**src/rtl/hack_pkg.sv**
```systemverilog
// Shared definitions for the Hack CPU controller: FSM states, instruction
// field positions, destination/jump masks and the jump-condition helper.
package hack_pkg;

    localparam int WORD_W = 16;
    localparam int ADDR_W = 15;

    // Instruction field positions
    localparam int CI_BIT  = 15;   // 1 = C-instruction, 0 = A-instruction
    localparam int A_BIT   = 12;   // selects M (memory) instead of A as ALU y
    localparam int COMP_HI = 11;
    localparam int COMP_LO = 6;
    localparam int DEST_HI = 5;
    localparam int DEST_LO = 3;
    localparam int JUMP_HI = 2;
    localparam int JUMP_LO = 0;

    // Destination field masks (d1 d2 d3)
    localparam logic [2:0] DEST_A_MASK = 3'b100;
    localparam logic [2:0] DEST_D_MASK = 3'b010;
    localparam logic [2:0] DEST_M_MASK = 3'b001;

    // Jump field masks (j1 j2 j3)
    localparam logic [2:0] JUMP_LT_MASK = 3'b100;
    localparam logic [2:0] JUMP_EQ_MASK = 3'b010;
    localparam logic [2:0] JUMP_GT_MASK = 3'b001;

    typedef enum logic [2:0] {
        ST_FETCH  = 3'd0,
        ST_DECODE = 3'd1,
        ST_MREAD  = 3'd2,
        ST_EXEC   = 3'd3,
        ST_MWRITE = 3'd4
    } state_t;

    // Jump resolution from the ALU flags; 111 always jumps, 000 never does.
    function automatic logic jump_taken(input logic [2:0] jmp,
                                        input logic       zr,
                                        input logic       ng);
        logic lt;
        logic eq;
        logic gt;
        lt = (|(jmp & JUMP_LT_MASK)) & ng;
        eq = (|(jmp & JUMP_EQ_MASK)) & zr;
        gt = (|(jmp & JUMP_GT_MASK)) & ~ng & ~zr;
        return lt | eq | gt;
    endfunction

endpackage

```
**src/rtl/ALU.sv**
```systemverilog
// Hack ALU: purely combinational, six control bits plus zero/negative flags.
module ALU (
    input  logic [15:0] x,
    input  logic [15:0] y,
    input  logic        zx,
    input  logic        nx,
    input  logic        zy,
    input  logic        ny,
    input  logic        f,
    input  logic        no,
    output logic [15:0] out,
    output logic        zr,
    output logic        ng
);

    logic [15:0] x_z;
    logic [15:0] x_n;
    logic [15:0] y_z;
    logic [15:0] y_n;
    logic [15:0] f_out;

    // Zero/negate inputs, add or AND, optionally negate result, derive flags
    always_comb begin
        x_z   = zx ? 16'h0000 : x;
        x_n   = nx ? ~x_z : x_z;
        y_z   = zy ? 16'h0000 : y;
        y_n   = ny ? ~y_z : y_z;
        f_out = f ? (x_n + y_n) : (x_n & y_n);
        out   = no ? ~f_out : f_out;
        zr    = (out == 16'h0000);
        ng    = out[15];
    end

endmodule

```
**src/rtl/hack_cpu_ctrl.sv**
```systemverilog
// Multi-cycle Hack CPU core: fetch over a req/ack instruction port, decode,
// optional data read, ALU execute with jump resolution, optional data write,
// then a single-edge commit to A, D and PC.
module hack_cpu_ctrl
    import hack_pkg::*;
#(
    parameter logic [14:0] RESET_PC = 15'h0000
) (
    input  logic        clk,
    input  logic        rst_n,
    output logic        imem_req,
    output logic [14:0] imem_addr,
    input  logic        imem_ack,
    input  logic [15:0] imem_rdata,
    output logic        dmem_rd,
    output logic        dmem_wr,
    output logic [14:0] dmem_addr,
    output logic [15:0] dmem_wdata,
    input  logic        dmem_ack,
    input  logic [15:0] dmem_rdata,
    output logic [14:0] pc,
    output logic [15:0] a_reg,
    output logic [15:0] d_reg,
    output logic        instr_done
);

    state_t state_reg;
    state_t state_next;

    logic [WORD_W-1:0] ir_reg;
    logic [WORD_W-1:0] mdr_reg;
    logic [WORD_W-1:0] res_reg;
    logic              take_reg;
    logic [ADDR_W-1:0] pc_reg;

    logic imem_req_reg;
    logic imem_req_next;
    logic dmem_rd_reg;
    logic dmem_rd_next;
    logic dmem_wr_reg;
    logic dmem_wr_next;
    logic instr_done_reg;

    // Control strobes from the FSM
    logic              ir_load;
    logic              mdr_load;
    logic              res_load;
    logic              a_commit;
    logic              c_commit;
    logic [WORD_W-1:0] commit_val;
    logic              commit_take;

    // Decoded instruction fields
    logic [5:0] comp;
    logic [2:0] dest;
    logic [2:0] jmp;
    logic       dest_a;
    logic       dest_d;
    logic       dest_m;
    logic       is_cinstr;
    logic       use_m;

    // ALU datapath
    logic [WORD_W-1:0] alu_y;
    logic [WORD_W-1:0] alu_out;
    logic              alu_zr;
    logic              alu_ng;
    logic              take;

    assign comp      = ir_reg[COMP_HI:COMP_LO];
    assign dest      = ir_reg[DEST_HI:DEST_LO];
    assign jmp       = ir_reg[JUMP_HI:JUMP_LO];
    assign dest_a    = |(dest & DEST_A_MASK);
    assign dest_d    = |(dest & DEST_D_MASK);
    assign dest_m    = |(dest & DEST_M_MASK);
    assign is_cinstr = ir_reg[CI_BIT];
    assign use_m     = ir_reg[A_BIT];

    assign alu_y = use_m ? mdr_reg : a_reg;
    assign take  = jump_taken(jmp, alu_zr, alu_ng);

    ALU u_alu (
        .x   (d_reg),
        .y   (alu_y),
        .zx  (comp[5]),
        .nx  (comp[4]),
        .zy  (comp[3]),
        .ny  (comp[2]),
        .f   (comp[1]),
        .no  (comp[0]),
        .out (alu_out),
        .zr  (alu_zr),
        .ng  (alu_ng)
    );

    // Registered outputs; the data address tracks A, which only changes at commit
    assign imem_req   = imem_req_reg;
    assign imem_addr  = pc_reg;
    assign dmem_rd    = dmem_rd_reg;
    assign dmem_wr    = dmem_wr_reg;
    assign dmem_addr  = a_reg[ADDR_W-1:0];
    assign dmem_wdata = res_reg;
    assign pc         = pc_reg;
    assign instr_done = instr_done_reg;

    // Next-state, datapath load enables and the strobes for the next cycle
    always_comb begin
        state_next  = state_reg;
        ir_load     = 1'b0;
        mdr_load    = 1'b0;
        res_load    = 1'b0;
        a_commit    = 1'b0;
        c_commit    = 1'b0;
        commit_val  = alu_out;
        commit_take = take;

        case (state_reg)
            ST_FETCH: begin
                if (imem_ack) begin
                    ir_load    = 1'b1;
                    state_next = ST_DECODE;
                end
            end
            ST_DECODE: begin
                if (!is_cinstr) begin
                    a_commit   = 1'b1;
                    state_next = ST_FETCH;
                end else if (use_m) begin
                    state_next = ST_MREAD;
                end else begin
                    state_next = ST_EXEC;
                end
            end
            ST_MREAD: begin
                if (dmem_ack) begin
                    mdr_load   = 1'b1;
                    state_next = ST_EXEC;
                end
            end
            ST_EXEC: begin
                if (dest_m) begin
                    res_load   = 1'b1;
                    state_next = ST_MWRITE;
                end else begin
                    c_commit   = 1'b1;
                    state_next = ST_FETCH;
                end
            end
            ST_MWRITE: begin
                commit_val  = res_reg;
                commit_take = take_reg;
                if (dmem_ack) begin
                    c_commit   = 1'b1;
                    state_next = ST_FETCH;
                end
            end
            default: begin
                state_next = ST_FETCH;
            end
        endcase

        // Strobes are registered, so they are derived from the upcoming state
        imem_req_next = (state_next == ST_FETCH);
        dmem_rd_next  = (state_next == ST_MREAD);
        dmem_wr_next  = (state_next == ST_MWRITE);
    end

    // FSM state and handshake strobes; reset drops data strobes at once
    always_ff @(posedge clk or negedge rst_n) begin
        if (!rst_n) begin
            state_reg    <= ST_FETCH;
            imem_req_reg <= 1'b1;
            dmem_rd_reg  <= 1'b0;
            dmem_wr_reg  <= 1'b0;
        end else begin
            state_reg    <= state_next;
            imem_req_reg <= imem_req_next;
            dmem_rd_reg  <= dmem_rd_next;
            dmem_wr_reg  <= dmem_wr_next;
        end
    end

    // Internal holding registers: instruction, memory read data, write result
    always_ff @(posedge clk or negedge rst_n) begin
        if (!rst_n) begin
            ir_reg   <= '0;
            mdr_reg  <= '0;
            res_reg  <= '0;
            take_reg <= 1'b0;
        end else begin
            if (ir_load) begin
                ir_reg <= imem_rdata;
            end
            if (mdr_load) begin
                mdr_reg <= dmem_rdata;
            end
            if (res_load) begin
                res_reg  <= alu_out;
                take_reg <= take;
            end
        end
    end

    // Architectural commit; jump target and every operand use pre-commit A
    always_ff @(posedge clk or negedge rst_n) begin
        if (!rst_n) begin
            pc_reg         <= RESET_PC;
            a_reg          <= '0;
            d_reg          <= '0;
            instr_done_reg <= 1'b0;
        end else begin
            instr_done_reg <= 1'b0;
            if (a_commit) begin
                a_reg          <= ir_reg;
                pc_reg         <= pc_reg + 15'd1;
                instr_done_reg <= 1'b1;
            end else if (c_commit) begin
                if (dest_a) begin
                    a_reg <= commit_val;
                end
                if (dest_d) begin
                    d_reg <= commit_val;
                end
                pc_reg         <= commit_take ? a_reg[ADDR_W-1:0] : pc_reg + 15'd1;
                instr_done_reg <= 1'b1;
            end
        end
    end

endmodule
```
**config.mk**
```make
export PLATFORM = sky130hd
export DESIGN_NAME = hack_cpu_ctrl
export DESIGN_NICKNAME = d
export VERILOG_FILES = /design/src/rtl/hack_pkg.sv /design/src/rtl/ALU.sv /design/src/rtl/hack_cpu_ctrl.sv
export SDC_FILE = /design/constraint.sdc
export NUM_CORES = 1
export LEC_CHECK = 0
export CAP_MARGIN = 15
export CORE_AREA = 3 3 149 151
export DETAILED_ROUTE_END_ITERATION = 8
export DIE_AREA = 0 0 152 154
export GPL_TIMING_DRIVEN = 0
export PLACE_DENSITY = 0.65
export SYNTH_ARGS = -nofsm -noshare
export SYNTH_HDL_FRONTEND = slang
export SYNTH_SLANG_ARGS = --single-unit
```
**constraint.sdc**
```tcl
create_clock -name clk -period 6.4 [get_ports clk]
set_input_delay 1.6 -clock clk [delete_from_list [all_inputs] [get_ports clk]]
set_output_delay 1.6 -clock clk [all_outputs]
set_load 0.01 [all_outputs]
```
==> results of run 1 <==
[kinds of logic (layout without fill, tap and decap cells)]
logic type | Yosys count | after routing | synth area share
AOI/OAI and AO/OA | 159 | 159 | 0.1626
xor gates and xnor gates | 49 | 49 | 0.06268
adders and majority gates | 18 | 18 | 0.03399
buffers and inverters | 84 | 233 | 0.06652
DFF | 103 | 103 | 0.3766
muxes | 62 | 62 | 0.09741
and+or+nand+nor | 274 | 274 | 0.2001
[layout by cell type, fill, tap and decap left out, drive strengths merged, types with 17 or more instances in the layout]
cell type	instances
clkdlybuf4s50	131
dfrtp	102
nand2	85
o21ai	51
nor2	49
clkbuf	44
buf	42
mux2	37
xnor2	33
nand3	27
mux2i	25
a21oi	24
nand2b	23
or3	22
nand4	22
ha	17
[stage by stage]
stage	std cells	TNS [ns]	util
global placement	1156	-34.51	0.4062
global route	1173	0	0.4208
detailed placement	1157	0	0.4074
CTS	1173	0	0.4208
floorplan	749	0	-
finish	1173	0	0.4208
[worst paths after layout]
path	to	startpoint	cells after the start
max	imem_addr[0]	ir_reg[12]	18
max in group asynchronous	a_reg[11]	rst_n	2
min	mdr_reg[8]	mdr_reg[8]	1
max reg2reg	imem_addr[0]	ir_reg[12]	18
min in group asynchronous	mdr_reg[2]	rst_n	1
min reg2reg	mdr_reg[8]	mdr_reg[8]	1
[area by class of cell]
type                    instances  share of cell area
multi-input cells             562              0.4324
flip-flops and latches        103              0.2925
repair buffers                133              0.1527
plain buffers                  75             0.04782
well taps                     275             0.03902
clock buffers                   9             0.02554
clock inverters                 7            0.006244
inverters                       9            0.003831
[metal layers]
| layer | share of wire | up-vias | track usage |
|---|---|---|---|
| met2 | 0.49 | 199 | 0.3281 |
| met4 | 0.015 | 0 | 0.04366 |
| li1 | - | 2968 | - |
| met3 | 0.062 | 23 | 0.03940 |
| met1 | 0.43 | 2996 | 0.2397 |
| met5 | 0 | - | 0 |
==> impl_metrics.tcl, run 1 <==
set metrics [dict create \
    outcome "completed" \
    synth_seq_cells 103 \
    syn-num-nets 803 \
    fmax_ghz 0.1935 \
    antenna_cells 0 \
    relSlewSlack 0.2585 \
    clkSlewWorstSetupHoldPaths_ns 0.08 \
    syn_avg_cell_area_sq_um 9.141 \
    root_buffer "clkbuf_16" \
    cts_made_buffers 9 \
    antenna_found_initial 0 \
    synth-edff-count 0 \
    ant_nets 0 \
    cts.sinks 103 \
    crit_arrival_ns 5.41 \
    die_area_sq_mm 0.02341 \
    yosys.area.top_type "dfrtp_1" \
    hp-class "flip-flop to flip-flop" \
    vias 6186 \
    layout-drive-gt1-share 0.1258 \
    place_ws_ns 1.307 \
    worstSetupPathType "flip-flop to flip-flop" \
    end_kind "flip-flop" \
    max_stage_delay_ns 0.61 \
    cts_setup_buffers 0 \
    grt_pass1_vias 5993 \
    critPathBufInv 4 \
    initial_core_util 0.3267 \
    whs_ns 0.5117 \
    syn_area_sq_mm 0.006847 \
    cts_hold_buf 0 \
    firstDrtPassIters 5 \
    start_kind "flip-flop" \
    critPathRequiredTime_ns 6.65 \
    track_usage 0.1880 \
    crit_path_top_delay_cell "clkbuf_1" \
    portBuffers 132 \
    drc 0 \
    detail_route.wl_per_cell_um 18.96 \
    drt-total-wl_mm 22.24 \
    avgViaCountPerCell 5.274 \
    post-route-min-period_ns 5.167 \
    yosysWarnings 0 \
    yosys.cell_types.count 72 \
    grt_max_degree 71 \
    worst_slack_ns 1.233 \
    cts_tree "done" \
    cts_buffer_depth 2 \
    path_delay_family "buffers and inverters" \
    synth_top_cell_area_share 0.3728 \
    grt_overflow_total 0 \
    yosys-top-cells-count "102 x dfrtp_1, 85 x nand2_1, 51 x o21ai_0" \
    syn_inst 749 \
    core_sq_mm 0.02096 \
    synth-seq-area-share 0.3766 \
    cts_resized 0 \
    ios 133 \
    grt_pass1_wl_mm 35.05 \
    synth_most_common_cell "dfrtp_1" \
    max-cap-violations 0 \
    routabilityCongestion 0.9636 \
    critPathMaxFanout 10 \
    worstMarginPinSlew_ns 1.104 \
    ff2ff_setup_slack_ns 1.23 \
    stdcell_area_sq_mm 0.008817 \
    synthTopCellsByArea "dfrtp_1 37%, mux2_2 6.1%, nand2_1 4.7%, xnor2_1 4.2%, o21ai_0 3.7%" \
    initialDrtViolationCount 440 \
    clk_latency_ns 0.35 \
    path_cells "clkbuf_1 > clkbuf_1 > mux2i_1 > nor2_1 > xor2_1 > ha_1 > clkbuf_1 > a21o_1 > a21o_1 > a221oi_1 > nand3b_1 > a31oi_1 > mux2_2 > a41o_1 > nand4_2 > buf_6 > nand3_1 > nor3b_2" \
    layout.nets 947 \
    hold_violations 0 \
    fp-row-count 53 \
    area_growth_pct 28.78 \
    dp_hpwl_mm 17.02 \
    finalSetupViolations 0 \
    area.sequential_sq_mm 0.002579 \
    drv_slew 0 \
    finalClockSkew_ns 0.008727 \
    multi_input_area_sq_mm 0.003812 \
    die_x_um 152 \
    synthFlopType "dfrtp_1" \
    nFillCells 2129 \
    fp.dieH_um 154 \
    dpl_cell_area_sq_mm 0.008537 \
    layout_worst_path_cycle_share 0.8073 \
    htreeDepth 3 \
    async_flop_share 1.000 \
    rsz0062_at_grt "false" \
    crit_top_cell "clkbuf_1" \
]
Power of run 1 is not shown: default switching activity piles up to over one toggle a cycle in this logic, so the estimate is an artifact.
==> run 2, diff against run 1 <==
Clock period 6.4 ns to 5.36 ns, I/O delays scaled along.
==> impl_metrics.tcl, run 2 (same netlist as run 1, synthesis figures left out) <==
set metrics [dict create \
    grt_max_degree 71 \
    whs_ns 0.5110 \
    end_kind "flip-flop" \
    cts_made_buffers 9 \
    initialDrtViolationCount 391 \
    initial_core_util 0.3267 \
    core_sq_mm 0.02096 \
    crit_path_top_delay_cell "clkbuf_1" \
    cts_hold_buf 0 \
    path_cells "clkbuf_1 > clkbuf_2 > mux2i_1 > nor2_1 > xor2_1 > ha_1 > clkbuf_1 > a21o_1 > a21o_1 > a221oi_1 > nand3b_1 > a31oi_1 > mux2_2 > a41o_1 > nand4_2 > buf_6 > a21oi_1 > nand3b_1" \
    clkSlewWorstSetupHoldPaths_ns 0.08 \
    routabilityCongestion 0.9636 \
    cts_buffer_depth 2 \
    antenna_found_initial 0 \
    outcome "completed" \
    ios 133 \
    hold_violations 0 \
    avgViaCountPerCell 5.272 \
    root_buffer "clkbuf_16" \
    drt-total-wl_mm 22.18 \
    antenna_cells 0 \
    htreeDepth 3 \
    fmax_ghz 0.2020 \
    fp.dieH_um 154 \
    cts_setup_buffers 0 \
    path_delay_family "compound AO/OA/AOI/OAI gates" \
    drc 0 \
    portBuffers 132 \
    max-cap-violations 0 \
    stdcell_area_sq_mm 0.008820 \
    fp-row-count 53 \
    final_cell_mix "131 x clkdlybuf4s50_1, 102 x dfrtp_1, 85 x nand2_1, 51 x o21ai_0, 49 x nor2_1" \
    final_common_cell "clkdlybuf4s50_1" \
    nFillCells 2129 \
    rsz0062_at_grt "false" \
    layout_worst_path_cycle_share 0.9237 \
    die_x_um 152 \
    vias 6184 \
    worstMarginPinSlew_ns 1.100 \
    die_area_sq_mm 0.02341 \
    track_usage 0.1880 \
    grt_pass1_wl_mm 35.05 \
    layout.nets 947 \
    finalSetupViolations 0 \
    max_stage_delay_ns 0.49 \
    clk_latency_ns 0.36 \
    post-route-min-period_ns 4.951 \
    relSlewSlack 0.2608 \
    detail_route.wl_per_cell_um 18.91 \
    drv_slew 0 \
    cts.sinks 103 \
    start_kind "flip-flop" \
    hp-class "flip-flop to flip-flop" \
    critPathRequiredTime_ns 5.60 \
    grt_pass1_vias 5993 \
    firstDrtPassIters 6 \
    crit_arrival_ns 5.19 \
    cts_tree "done" \
    totalNegativeSetupSlack_ns 0 \
    dp_hpwl_mm 17.02 \
    layout-drive-gt1-share 0.1281 \
    ant_nets 0 \
    area_growth_pct 28.82 \
    finalClockSkew_ns 0.008867 \
    cts_resized 0 \
    worstSetupPathType "flip-flop to flip-flop" \
    critPathBufInv 4 \
    critPathMaxFanout 10 \
    dpl_cell_area_sq_mm 0.008537 \
    grt_overflow_total 0 \
]
run 2: layout make-up:
| type | instances | area (sq um) | area share |
|---|---|---|---|
| clock buffers | 9 | 225.2 | 0.02554 |
| inverters | 9 | 33.78 | 0.003830 |
| multi-input cells | 562 | 3812 | 0.4323 |
| well taps | 275 | 344.1 | 0.03901 |
| repair buffers | 133 | 1346 | 0.1526 |
| plain buffers | 75 | 424.2 | 0.04809 |
| clock inverters | 7 | 55.05 | 0.006242 |
| flip-flops and latches | 103 | 2579 | 0.2924 |
run 2: worst paths after layout:
check | slack (ns) | cells after the start | end | start
worst min-delay path | 0.51 | 2 | dmem_wdata[2] | dmem_wdata[2]
worst max-delay path | 0.41 | 18 | imem_addr[1] | ir_reg[12]
worst min register to register | 0.51 | 2 | dmem_wdata[2] | dmem_wdata[2]
max in group asynchronous | 3.71 | 2 | a_reg[11] | rst_n
min in group asynchronous | 0.94 | 1 | state_reg[1] | rst_n
worst max register to register | 0.41 | 18 | imem_addr[1] | ir_reg[12]
run 2: layer usage:
layer | global-route usage | share of wire | up-vias
met5 | 0 | 0 | -
met4 | 0.04366 | 0.015 | 0
met3 | 0.03940 | 0.066 | 25
met2 | 0.3281 | 0.49 | 239
met1 | 0.2397 | 0.43 | 2957
li1 | - | - | 2963
run 2: worst min-delay path: stages (launching register included):
cell and delay (ns):
dfrtp_1 0.37, nand2_1 0.05, o21ai_0 0.06
run 2: metrics by stage:
step                  util  std cells  worst slack [ns]
floorplan                -        749             1.051
global placement    0.4062       1156            -1.129
detailed placement  0.4074       1157            0.2674
CTS                 0.4208       1173            0.2204
global route        0.4209       1173           0.03935
finish              0.4209       1173            0.4091
Power of run 2 is left out for the same reason.
==> run 3, diff against run 2 <==
Settings changed: ABC_AREA from default to 1, CORE_AREA 3 3 149 151 to 2 2 148 150, DIE_AREA 0 0 152 154 to 0 0 150 152.
==> impl_metrics.tcl, run 3 <==
set metrics [dict create \
    synthFlopType "dfrtp_1" \
    yosys-top-cells-count "279 x nand2_1, 107 x inv_1, 105 x nand3_1" \
    area_growth_pct 29.51 \
    relSlewSlack 0.4206 \
    route.met2.wl_mm 10.18 \
    cts_tree "done" \
    ff2ff_setup_slack_ns 0.82 \
    crit_arrival_ns 4.79 \
    final_cell_mix "279 x nand2_1, 131 x clkdlybuf4s50_1, 107 x inv_1, 105 x nand3_1, 102 x dfrtp_1" \
    synth_top_family_by_area "simple AND/OR/NAND/NOR gates" \
    clk_latency_ns 0.36 \
    yosys.cell_types.count 39 \
    detail_route.wl_per_cell_um 16.57 \
    synth-edff-count 0 \
    clkSlewWorstSetupHoldPaths_ns 0.08 \
    syn_area_sq_mm 0.006898 \
    cts_resized 0 \
    worstMarginPinSlew_ns 0.8692 \
    rsz0062_at_grt "false" \
    syn_avg_cell_area_sq_um 7.261 \
    die_area_sq_mm 0.02280 \
    synthTopCellsByArea "dfrtp_1 37%, nand2_1 15%, nand3_1 7.6%, inv_1 5.8%, xor2_1 5.2%" \
    worst_slack_ns 0.8239 \
    fmax_ghz 0.2205 \
    synth-compound-area-share 0.1039 \
    grt_max_degree 70 \
    layout.nets 1148 \
    cts_buffer_depth 2 \
    core_sq_mm 0.02135 \
    ant_nets 0 \
    avgViaCountPerCell 5.073 \
    cts_made_buffers 9 \
    place_ws_ns 0.9219 \
    yosysWarnings 0 \
    antenna_found_initial 0 \
    layout_worst_path_cycle_share 0.8463 \
    critPathRequiredTime_ns 5.62 \
    start_kind "flip-flop" \
    ios 133 \
    final_common_cell "nand2_1" \
    yosys.area.top_type "dfrtp_1" \
    drt-total-wl_mm 22.85 \
    cts.sinks 103 \
    track_usage 0.2033 \
    drc 0 \
    root_buffer "clkbuf_16" \
    outcome "completed" \
    cts_hold_buf 0 \
    layout-drive-gt1-share 0.08553 \
    grt_pass1_wl_mm 35.98 \
    hp-class "flip-flop to flip-flop" \
    nFillCells 2219 \
    hold_violations 0 \
    end_kind "flip-flop" \
    finalSetupViolations 0 \
    synthAdderAreaFrac 0.03374 \
    multi_input_area_sq_mm 0.003495 \
    crit_path_top_delay_cell "clkbuf_1" \
    portBuffers 132 \
    critPathMaxFanout 10 \
    worstSetupPathType "flip-flop to flip-flop" \
    grt_pass1_vias 6684 \
    path_cells "clkbuf_1 > clkbuf_1 > xor2_1 > inv_1 > fa_1 > nand2_1 > nand2_1 > nand3_1 > nand2_1 > nand2_1 > nand3_1 > nand3_1 > nand3_1 > nand2_2 > nand2_1 > nor2_2 > nand2_2 > nand2_2 > nand4_4 > nand2_4 > buf_8 > nand2_1 > nand3_1 > nand2_1" \
    syn_inst 950 \
    synth_top_cell_area_share 0.3700 \
    synth_seq_cells 103 \
    crit_top_cell "nand2_1" \
    synthSimpleGateAreaFrac 0.2815 \
    synth-seq-area-share 0.3738 \
    drv_slew 0 \
    post-route-min-period_ns 4.536 \
    synth_mux_area_frac 0.02775 \
    initialDrtViolationCount 685 \
    routabilityCongestion 0.9274 \
    area.sequential_sq_mm 0.002579 \
    syn-num-nets 1004 \
    routedLengthMet1_mm 10.47 \
    initial_core_util 0.3231 \
    max-cap-violations 0 \
    fp-row-count 54 \
    die_x_um 150 \
    synthXorXnorAreaFrac 0.05968 \
    max_stage_delay_ns 0.72 \
    cts_setup_buffers 0 \
    antenna_cells 0 \
    fp.dieH_um 152 \
    firstDrtPassIters 8 \
    grt_overflow_total 0 \
    htreeDepth 3 \
    synth_most_common_cell "nand2_1" \
    dp_hpwl_mm 17.56 \
    routed.top_layer "met4" \
    async_flop_share 1.000 \
    wl_met3_mm 1.640 \
    finalClockSkew_ns 0.01071 \
    vias 6996 \
]
-- run 3: final timing paths --
| path | start | endpoint | cells past startpoint |
|---|---|---|---|
| max | ir_reg[10] | imem_addr[4] | 24 |
| min | take_reg | take_reg | 1 |
| max reg2reg | ir_reg[10] | imem_addr[4] | 24 |
| min reg2reg | take_reg | take_reg | 1 |
| max in group asynchronous | rst_n | imem_req | 2 |
| min in group asynchronous | rst_n | instr_done | 1 |
-- run 3: cells by family (layout without fill, tap and decap cells) --
kind of cell / Yosys count / count (layout)
AOI/OAI and AO/OA: 129 / 129
xor gates and xnor gates: 47 / 47
adders and majority gates: 18 / 18
buffers and inverters: 182 / 331
DFF: 103 / 103
muxes: 17 / 17
and+or+nand+nor: 454 / 454
-- run 3: critical path, delay by kind of cell (launching register included) --
kind | cells | cell delay (ns)
flops | 1 | 0.34
buf+inv | 4 | 1.44
xor+xnor | 1 | 0.19
fa+ha+maj | 1 | 0.49
simple gates | 18 | 1.95
-- run 3: cell type report --
type,count,share of cell area
repair buffers,133,0.1507
clock buffers,10,0.02675
flip-flops and latches,103,0.2887
clock inverters,6,0.01120
multi-input cells,665,0.3912
plain buffers,68,0.04440
inverters,114,0.04790
well taps,280,0.03922
-- run 3: metal layers --
layer	vias to the layer above	track usage
met5	-	0
met4	0	0.06379
met1	3343	0.2897
met2	299	0.3129
met3	36	0.03544
li1	3318	-
-- run 3: through the flow --
stage,hold WS [ns],TNS [ns],area [sq um],util,cells
final,0.4774,0,8934,0.4184,1379
after global placement,0.4557,-105.25,8569,0.4014,1362
after global routing,0.5179,0,8934,0.4184,1379
after CTS,0.4779,0,8934,0.4184,1379
after detailed placement,0.4610,0,8594,0.4025,1363
after floorplan,0.4440,0,6898,-,950
Power of run 3 is left out for the same reason.
